`config.mk`:
```
export PLATFORM = sky130hd
export DESIGN_NAME = uart_tx_fifo
export DESIGN_NICKNAME = d
export VERILOG_FILES = /design/src/rtl/uart_tx_fifo.sv
export SDC_FILE = /design/constraint.sdc
export NUM_CORES = 1
export LEC_CHECK = 0
export BUFFER_PORTS_ARGS = -buffer_cell sky130_fd_sc_hd__buf_2
export CORE_ASPECT_RATIO = 0.75
export CORE_MARGIN = 1
export CORE_UTILIZATION = 44
export CTS_BUF_LIST = sky130_fd_sc_hd__clkbuf_8
export DETAILED_ROUTE_END_ITERATION = 10
export PLACE_DENSITY = 0.66
export SYNTH_ARGS = -nofsm -noshare
export SYNTH_HDL_FRONTEND = slang
export SYNTH_SLANG_ARGS = --single-unit
```
`constraint.sdc`:
```
create_clock -name clk -period 4.71 [get_ports clk]
set_input_delay 0 -clock clk [delete_from_list [all_inputs] [get_ports clk]]
set_output_delay 0 -clock clk [all_outputs]
set_load 0.1 [all_outputs]
```
`src/rtl/uart_tx_fifo.sv`:
```
// -----------------------------------------------------------------------------
// uart_tx_fifo
//
// Parametrised UART transmitter with a small input FIFO. Upstream pushes words
// through a valid/ready handshake. The serialiser pops the FIFO head and sends
// start + DATA_BITS (LSB first) + optional parity + STOP_BITS stop bits. Each
// bit lasts CLK_FREQ/BAUD_RATE clocks. When a stop bit ends and the FIFO holds
// another word, the next start bit follows with no idle gap.
//
// Compile-time option: define UART_TX_PARITY_EN to build the parity state.
// PARITY then selects 0 = none, 1 = even or 2 = odd. Without the macro no
// parity logic exists and PARITY is ignored.
//
// Ports:
//   clk         system clock
//   rst_n       asynchronous active-low reset
//   in_valid    upstream word valid
//   in_data     upstream word, DATA_BITS wide
//   in_ready    FIFO can take a word (not full)
//   tx_pin      serial output, idle high, registered
//   busy        frame on the line or FIFO non-empty (registered)
//   fifo_level  current FIFO occupancy, 0..FIFO_DEPTH
//
// FSM states:
//   state    | meaning
//   S_IDLE   | line idle (high), waiting for a FIFO word
//   S_START  | start bit (low)
//   S_DATA   | payload bits, LSB first, bit index in bit_q
//   S_PARITY | parity bit (only with UART_TX_PARITY_EN)
//   S_STOP   | STOP_BITS stop bits (high), stop index in bit_q
// -----------------------------------------------------------------------------
module uart_tx_fifo #(
  parameter int CLK_FREQ   = 27_000_000,
  parameter int BAUD_RATE  = 9600,
  parameter int DATA_BITS  = 8,
  parameter int STOP_BITS  = 1,
  parameter int FIFO_DEPTH = 4,
  parameter int PARITY     = 0
) (
  input  logic                            clk,
  input  logic                            rst_n,
  input  logic                            in_valid,
  input  logic [DATA_BITS-1:0]            in_data,
  output logic                            in_ready,
  output logic                            tx_pin,
  output logic                            busy,
  output logic [$clog2(FIFO_DEPTH):0]     fifo_level
);

  localparam int CYCLE = CLK_FREQ / BAUD_RATE;
  localparam int CW    = (CYCLE > 2) ? $clog2(CYCLE) : 1;
  localparam int AW    = $clog2(FIFO_DEPTH);
  localparam int LW    = AW + 1;
  localparam int BW    = 4;

  if (CYCLE < 2 || DATA_BITS < 5 || DATA_BITS > 9 ||
      (STOP_BITS != 1 && STOP_BITS != 2) || FIFO_DEPTH < 2 ||
      ((FIFO_DEPTH & (FIFO_DEPTH - 1)) != 0) || PARITY < 0 || PARITY > 2)
  begin : g_bad_param
    $error("uart_tx_fifo: illegal parameter set");
  end

  typedef enum logic [2:0] {
    S_IDLE   = 3'd0,
    S_START  = 3'd1,
    S_DATA   = 3'd2,
`ifdef UART_TX_PARITY_EN
    S_PARITY = 3'd3,
`endif
    S_STOP   = 3'd4
  } state_t;

`ifdef UART_TX_PARITY_EN
  localparam logic PAR_ON  = (PARITY == 1) || (PARITY == 2);
  localparam logic PAR_ODD = (PARITY == 2);
`endif

  // ---------------------------------------------------------------------------
  // Input FIFO
  // ---------------------------------------------------------------------------
  logic [DATA_BITS-1:0] mem [FIFO_DEPTH];
  logic [AW-1:0]        wr_ptr_q, rd_ptr_q;
  logic [LW-1:0]        count_q, count_d;
  logic                 full_q;
  logic                 empty;
  logic                 push, pop;
  logic [DATA_BITS-1:0] head;

  // in_ready comes only from the registered full flag, so a pop in the same
  // cycle never lets a write through while full.
  assign in_ready   = !full_q;
  assign push       = in_valid && !full_q;
  assign empty      = (count_q == '0);
  assign head       = mem[rd_ptr_q];
  assign fifo_level = count_q;

  always_comb begin
    count_d = count_q;
    if (push && !pop)      count_d = count_q + 1'b1;
    else if (!push && pop) count_d = count_q - 1'b1;
  end

  always_ff @(posedge clk) begin
    if (push) mem[wr_ptr_q] <= in_data;
  end

  always_ff @(posedge clk or negedge rst_n) begin
    if (!rst_n) begin
      wr_ptr_q <= '0;
      rd_ptr_q <= '0;
      count_q  <= '0;
      full_q   <= 1'b0;
    end else begin
      if (push) wr_ptr_q <= wr_ptr_q + 1'b1;
      if (pop)  rd_ptr_q <= rd_ptr_q + 1'b1;
      count_q <= count_d;
      full_q  <= (count_d == LW'(FIFO_DEPTH));
    end
  end

  // ---------------------------------------------------------------------------
  // Serialiser FSM
  // ---------------------------------------------------------------------------
  state_t               state_q, state_d;
  logic [CW-1:0]        cyc_q, cyc_d;
  logic [BW-1:0]        bit_q, bit_d;
  logic [DATA_BITS-1:0] shreg_q, shreg_d;
  logic                 tx_q, tx_d;
  logic                 busy_q;
  logic                 bit_end;
`ifdef UART_TX_PARITY_EN
  logic                 par_q, par_d;
`endif

  assign bit_end = (cyc_q == CW'(CYCLE - 1));
  assign tx_pin  = tx_q;
  assign busy    = busy_q;

  // State register. The datapath registers sit here as well.
  always_ff @(posedge clk or negedge rst_n) begin
    if (!rst_n) begin
      state_q <= S_IDLE;
      cyc_q   <= '0;
      bit_q   <= '0;
      shreg_q <= '0;
      tx_q    <= 1'b1;
      busy_q  <= 1'b0;
`ifdef UART_TX_PARITY_EN
      par_q   <= 1'b0;
`endif
    end else begin
      state_q <= state_d;
      cyc_q   <= cyc_d;
      bit_q   <= bit_d;
      shreg_q <= shreg_d;
      tx_q    <= tx_d;
      busy_q  <= (state_q != S_IDLE) || (count_q != '0);
`ifdef UART_TX_PARITY_EN
      par_q   <= par_d;
`endif
    end
  end

  // Next-state and datapath logic.
  always_comb begin
    state_d = state_q;
    cyc_d   = cyc_q;
    bit_d   = bit_q;
    shreg_d = shreg_q;
    pop     = 1'b0;
    case (state_q)
      S_IDLE: begin
        cyc_d = '0;
        bit_d = '0;
        if (!empty) begin
          pop     = 1'b1;
          state_d = S_START;
        end
      end
      S_START: begin
        if (bit_end) begin
          cyc_d   = '0;
          bit_d   = '0;
          state_d = S_DATA;
        end else begin
          cyc_d = cyc_q + 1'b1;
        end
      end
      S_DATA: begin
        if (bit_end) begin
          cyc_d = '0;
          if (bit_q == BW'(DATA_BITS - 1)) begin
            bit_d = '0;
`ifdef UART_TX_PARITY_EN
            state_d = PAR_ON ? S_PARITY : S_STOP;
`else
            state_d = S_STOP;
`endif
          end else begin
            bit_d   = bit_q + 1'b1;
            shreg_d = shreg_q >> 1;
          end
        end else begin
          cyc_d = cyc_q + 1'b1;
        end
      end
`ifdef UART_TX_PARITY_EN
      S_PARITY: begin
        if (bit_end) begin
          cyc_d   = '0;
          bit_d   = '0;
          state_d = S_STOP;
        end else begin
          cyc_d = cyc_q + 1'b1;
        end
      end
`endif
      S_STOP: begin
        if (bit_end) begin
          cyc_d = '0;
          if (bit_q == BW'(STOP_BITS - 1)) begin
            bit_d = '0;
            // Chain straight into the next frame when a word is waiting.
            if (!empty) begin
              pop     = 1'b1;
              state_d = S_START;
            end else begin
              state_d = S_IDLE;
            end
          end else begin
            bit_d = bit_q + 1'b1;
          end
        end else begin
          cyc_d = cyc_q + 1'b1;
        end
      end
      default: begin
        state_d = S_IDLE;
        cyc_d   = '0;
        bit_d   = '0;
      end
    endcase
    // The payload is captured at pop, so later writes cannot disturb it.
    if (pop) shreg_d = head;
  end

`ifdef UART_TX_PARITY_EN
  always_comb begin
    par_d = par_q;
    if (pop) par_d = (^head) ^ PAR_ODD;
  end
`endif

  // Output logic. tx is decoded from the next state so that the pin is a
  // clean flop output that changes on the same edge as the state.
  always_comb begin
    tx_d = 1'b1;
    case (state_d)
      S_IDLE:   tx_d = 1'b1;
      S_START:  tx_d = 1'b0;
      S_DATA:   tx_d = shreg_d[0];
`ifdef UART_TX_PARITY_EN
      S_PARITY: tx_d = par_d;
`endif
      S_STOP:   tx_d = 1'b1;
      default:  tx_d = 1'b1;
    endcase
  end

endmodule

```
Word-level counts from Yosys, hierarchy flattened:

Memory sizes are Yosys's and may differ from the RTL's.
Index checks and enable logic that the tools add are counted.

* register bits after elaboration: 37
* bits in latches: 0
* memory bits (writable): 32
* bits in read-only memories: 0
* input bits: 11
* logic and storage cells: 76
* memories: 1

* add/sub/neg operators: 6
* $mul: 0
* div/mod/pow operators: 0
* order comparisons: 0
* equality and inequality tests: 12
* shifts and indexed selects: 0
* mux-type cells: 29
* bitwise logic cells: 0
* reduce and logical (&&, ||, !) cells: 17

Memories
* mem: depth 4, width 8, read ports 1, clocked after Yosys merged registers in 0, wr ports 1, line 81 `logic [DATA_BITS-1:0] mem [FIFO_DEPTH];`

Operators by type and width (count)
* 8-bit 2-to-1 mux: 4
* 12-bit 2-to-1 mux: 2
* 3-bit 2-to-1 mux: 8
* 4-bit 2-to-1 mux: 5
* 12-bit by 1-bit adder with 12-bit output, second input constant: 1
* 12-bit equality test, second input constant: 1
* 3-bit case mux with 4 select lines: 1
* 4-bit case mux with 3 select lines: 1
* 2-bit inequality test, second input constant: 4
* 3-bit by 1-bit equality test with 1-bit output, second input constant: 2
* 3-bit by 2-bit equality test with 1-bit output, second input constant: 2
* 3-bit equality test, second input constant: 2
* 3-bit logical NOT: 2
* 1-bit 2-to-1 mux: 6
* 3-bit AND reduction: 2
* 3-bit nonzero test: 2
* 2-bit by 1-bit adder with 2-bit output, second input constant: 2
* 4-bit by 1-bit adder with 4-bit output, second input constant: 1
* 4-bit by 3-bit equality test with 1-bit output, second input constant: 1
* 4-bit logical NOT: 1
* 1-bit case mux with 2 select lines: 2
* 2-bit nonzero test: 2
* 3-bit by 1-bit adder with 3-bit output, second input constant: 1
* 1-bit logical AND: 3
* 4 further kinds: 6

Logic depth before layout (Yosys ltp):

* word-level depth: 9
* depth in mapped cells: 8
* mapped depth without buffers: 7

Worst setup path after synthesis:

OpenSTA, ideal clock, no wires.

* path kind: flip-flop to flip-flop
* from: reg count_q[0] (netlist: fifo_level[0])
* to: reg full_q
* data arrival time: 2621 ps
* path slack: 1994 ps
* cell stages (with the launch flop): 9
* path buffers: 1
* cell sequence: dfrtp_1 > inv_1 > ha_1 > nor2b_1 > or3_1 > nor2_4 > buf_6 > nand4_1 > a311oi_2

* cells in the longest elaborated chain, start to end: 9
* elaborated cells between the ends (all ways): 13
* those cells by class: add/sub: 2; eq/ne: 1; mux: 6; reduce/logical: 4

RTL lines
* start, declared: line 83 `logic [LW-1:0] count_q, count_d;`
* start signal, assigned: line 116 `count_q <= count_d;`
* 3-bit logical NOT: line 93 `assign empty = (count_q == '0);`
* 1-bit 2-to-1 mux: line 175, 224
* 1-bit 2-to-1 mux: line 221 `if (bit_q == BW'(STOP_BITS - 1)) begin`
* 1-bit 2-to-1 mux: line 219 `if (bit_end) begin`
* 1-bit case mux with 2 select lines: line 171 `case (state_q)`
* 1-bit logical AND / 1-bit logical NOT (equally long branches): line 100, 99
* 3-bit 2-to-1 mux / 1-bit logical AND (equally long branches): line 100, 99
* 3-bit 2-to-1 mux *: line 99 `if (push && !pop) count_d = count_q + 1'b1;`
* 3-bit equality test *: line 117 `full_q <= (count_d == LW'(FIFO_DEPTH));`
* end signal, assigned: line 117
* end, declared: line 84 `logic full_q;`

Mark *: on every way between the ends. The rest lies on a longest branch, timed or not.
A chain may end at the register's enable or synchronous reset.

Final worst setup path:

* from: reg bit_q[0]
* to: reg shreg_q[4]

* cells in the longest elaborated chain, start to end: 6
* elaborated cells between the ends (all ways): 10
* those cells by class: eq/ne: 2; mux: 4; reduce/logical: 4

RTL lines
* start, declared: line 126 `logic [BW-1:0] bit_q, bit_d;`
* start signal, assigned: line 154 `bit_q <= bit_d;`
* 4-bit logical NOT: line 221
* 1-bit 2-to-1 mux: line 221
* 1-bit 2-to-1 mux: line 219
* 1-bit case mux with 2 select lines: line 171
* 2-bit inequality test (no line) / 2-bit nonzero test (equally long branches)
* 3-bit AND reduction (no line)
* end signal, assigned: line 155 `shreg_q <= shreg_d;`
* end, declared: line 127 `logic [DATA_BITS-1:0] shreg_q, shreg_d;`

Parallel ways exist; a longest one is shown, timed or not.

==> impl_metrics.csv <==
group,metric,value,unit
run_status,outcome,"complete, no violations",
cts,cts.sinks,69,
logic_synthesis,syn_inst,245,
cts,root_buffer,"clkbuf_8",
cts,cts_buffers,9,
logic_synthesis,synthFlopType,"dfrtp_1",
timing,fin_setup_tns,0,ps
worst_setup_path,slowest_stage,"or3b_2",
finish,antenna_cells,0,
route,drc,0,
worst_setup_path,critical_path_class,"reg -> reg",
grt,track_usage,16.2,%
finish,final_cell_area,3610,µm²
route,vias_per_cell,5.24,
worst_hold_path,hp-class,"in -> reg",
finish,final_common_cell,"dfrtp_1",
finish,final_cell_mix,"dfrtp_1 (36), edfxtp_1 (32), nand2_1 (17)",
cts,clk_pin_slew_worst_paths,70,ps
logic_synthesis,synth_nets,266,
worst_setup_path,crit_chain,"inv_1 > ha_1 > or3b_2 > o41a_1 > nor2_4 > nor2_1 > a21o_1",
cts,post-cts-setup-buffer-count,0,
power_and_ir_drop,vdd_drop_max,0.520,mV
grt,grt_pass1_wl,8990,µm
placed_design,dp_hpwl,3710,µm
timing,min_period,2350,ps
floorplan,core,6860,µm²
worst_setup_path,cp.arrival,2580,ps
power_and_ir_drop,power_density,540,nW/µm²
timing,timing.fmax,425,MHz
grt,grt_pass1_vias,1841,
placed_design,placed_cell_area,3320,µm²
timing,worstMarginPinSlew,992,ps
floorplan,io_pins,17,
timing,setup_viol,0,
timing,hold_violations,0,
logic_synthesis,synth_edf_count,32,
finish,drive_gt1_share,16.6,%
placed_design,place_congestion,0.830,
logic_synthesis,syn_area_per_cell,12.9,µm²
logic_synthesis,synth_area,3160,µm²
job,maxCapViolations,0,
grt,antenna_found_initial,0,
timing,rsz0062_at_grt,"no",
logic_synthesis,synth_cell_types,46,
logic_synthesis,yosysWarnings,0,
floorplan,core.rowCount,26,
floorplan,dieHeight,75.4,µm
cts,h-tree-depth,3,
worst_setup_path,worstPathRequired,4940,ps
placed_design,io_buffers,16,
worst_setup_path,worst_setup_path_end_kind,"flip-flop",
worst_setup_path,worst_path_largest_cell_delay,490,ps
floorplan,die_area,7520,µm²
worst_setup_path,crit_path_start_kind,"flip-flop",
route,drtIter0Drc,111,
grt,overflow,0,
grt,grt_max_degree,38,
timing,final_max_slew_viol_count,0,
cts,cts_resized,0,
timing,slew_headroom,33.6,%
floorplan,start_util,46.0,%
route,vias,1964,
timing,min_period_over_period,50.0,%
logic_synthesis,async_flop_share,53.6,%
floorplan,die_w,99.8,µm
logic_synthesis,ys_seq_area_share,59.8,%
cts,cts_tree,"yes",
power_and_ir_drop,p_leak,1.42,nW
route,finalWirelength,5370,µm
finish,finalNetCount,293,
worst_setup_path,path_max_fanout,13,
logic_synthesis,yosys_register_bits,69,
timing,clock_skew,4.65,ps
route,ant_nets,0,
cts,clk_path_buf_depth,2,
route,drt-pass1-iter-count,4,
finish,syn_to_final_growth,14.3,%
cts,worstSkewPairLatency,340,ps
route,routedWlPerCell,14.3,µm
[routing by layer]
| metal | up-vias | track usage (%) | part of all wire (%) |
|---|---|---|---|
| met1 | 960 | 22.5 | 51 |
| met5 | - | 0 | 0 |
| met4 | 0 | 6.86 | 1.1 |
| met2 | 36 | 23.6 | 44 |
| li1 | 961 | - | - |
| met3 | 7 | 5.41 | 4.4 |
[cells in the mapped netlist (3+ instances only)]
cell type	instances	share of area [%]
nand4_1	6	1.2
nand3b_1	3	0.71
inv_1	8	0.95
xor2_1	6	1.7
mux4_2	8	5.7
or3_1	3	0.59
dfrtp_1	36	29
ha_1	10	4.0
edfxtp_1	32	30
nor2_1	16	1.9
nand2_1	17	2.0
a21o_1	8	1.9
nand3_1	7	1.1
a21oi_1	9	1.4
nor3_1	7	1.1
a22o_1	6	1.7
clkbuf_1	8	0.95
o21ai_0	8	1.3
xnor2_1	8	2.2
and2_1	5	0.99
nor2b_1	6	1.2
[worst paths after layout]
check	endpoint	slack, ps	cells after the start	start
hold / removal	full_q	110	4	in_valid
setup / recovery	shreg_q[4]	2360	7	bit_q[0]
setup reg to reg	shreg_q[4]	2360	7	bit_q[0]
min in group asynchronous	cyc_q[9]	290	2	rst_n
hold reg to reg	shreg_q[5]	480	1	shreg_q[5]
max in group asynchronous	shreg_q[0]	3930	2	rst_n
[report_power, final]
group / internal, mW / total, mW / switching (mW)
logic: 0.226 / 0.558 / 0.332
clock network: 0.257 / 0.474 / 0.218
registers: 0.784 / 0.917 / 0.133
[kinds of logic after synthesis]
kind of cell               Yosys count  synth area share, %
AOI/OAI and AO/OA                   42                 9.43
muxes                                9                 6.02
DFF                                 69                 59.8
adders and majority gates           10                 3.96
and+or+nand+nor                     84                 14.6
buffers and inverters               17                 2.26
xor gates and xnor gates            14                 3.88
[worst max-delay path, delay by kind of cell (launching register included)]
family,cells,cell delay (ps)
AOI/OAI and AO/OA,2,640
adders and majority gates,1,120
buffers and inverters,1,70
DFF,1,420
and+or+nand+nor,3,980
[per-stage QoR]
step / hold slack, ps / power (mW) / worst slack (ps) / util (%) / std cells
global placement: 143 / 1.48 / 2400 / 48.3 / 350
finish: 106 / 1.95 / 2360 / 52.6 / 375
detailed placement: 140 / 1.49 / 2370 / 48.3 / 350
CTS: 88.2 / 1.97 / 2360 / 52.6 / 375
floorplan: -296 / 1.36 / 1990 / - / 245
global route: 114 / 2.07 / 2200 / 52.6 / 375
[final cells by class]
| class | instances | area (µm²) |
|---|---|---|
| Clock buffer | 10 | 138 |
| Clock inverter | 6 | 62.6 |
| Fill cell | 589 | 3260 |
| Inverter | 8 | 30.0 |
| Multi-Input combinational cell | 159 | 1200 |
| Sequential cell | 69 | 1890 |
| Tap cell | 98 | 123 |
| Timing Repair Buffer | 25 | 170 |
[sequential cells by signal, indices dropped and copies added (netlist names)]
signal and flops:
mem 32, cyc_q 12, shreg_q 8, bit_q 4, fifo_level 3, state_q 3, rd_ptr_q 2, wr_ptr_q 2
busy 1, full_q 1, tx_pin 1
[what timing repair did]
item	in CTS	in global routing
endpoints found under the setup margin	0	0
hold buffers	9	0
endpoints found under the hold margin	68	0
Power figures use the tool's default switching activity.
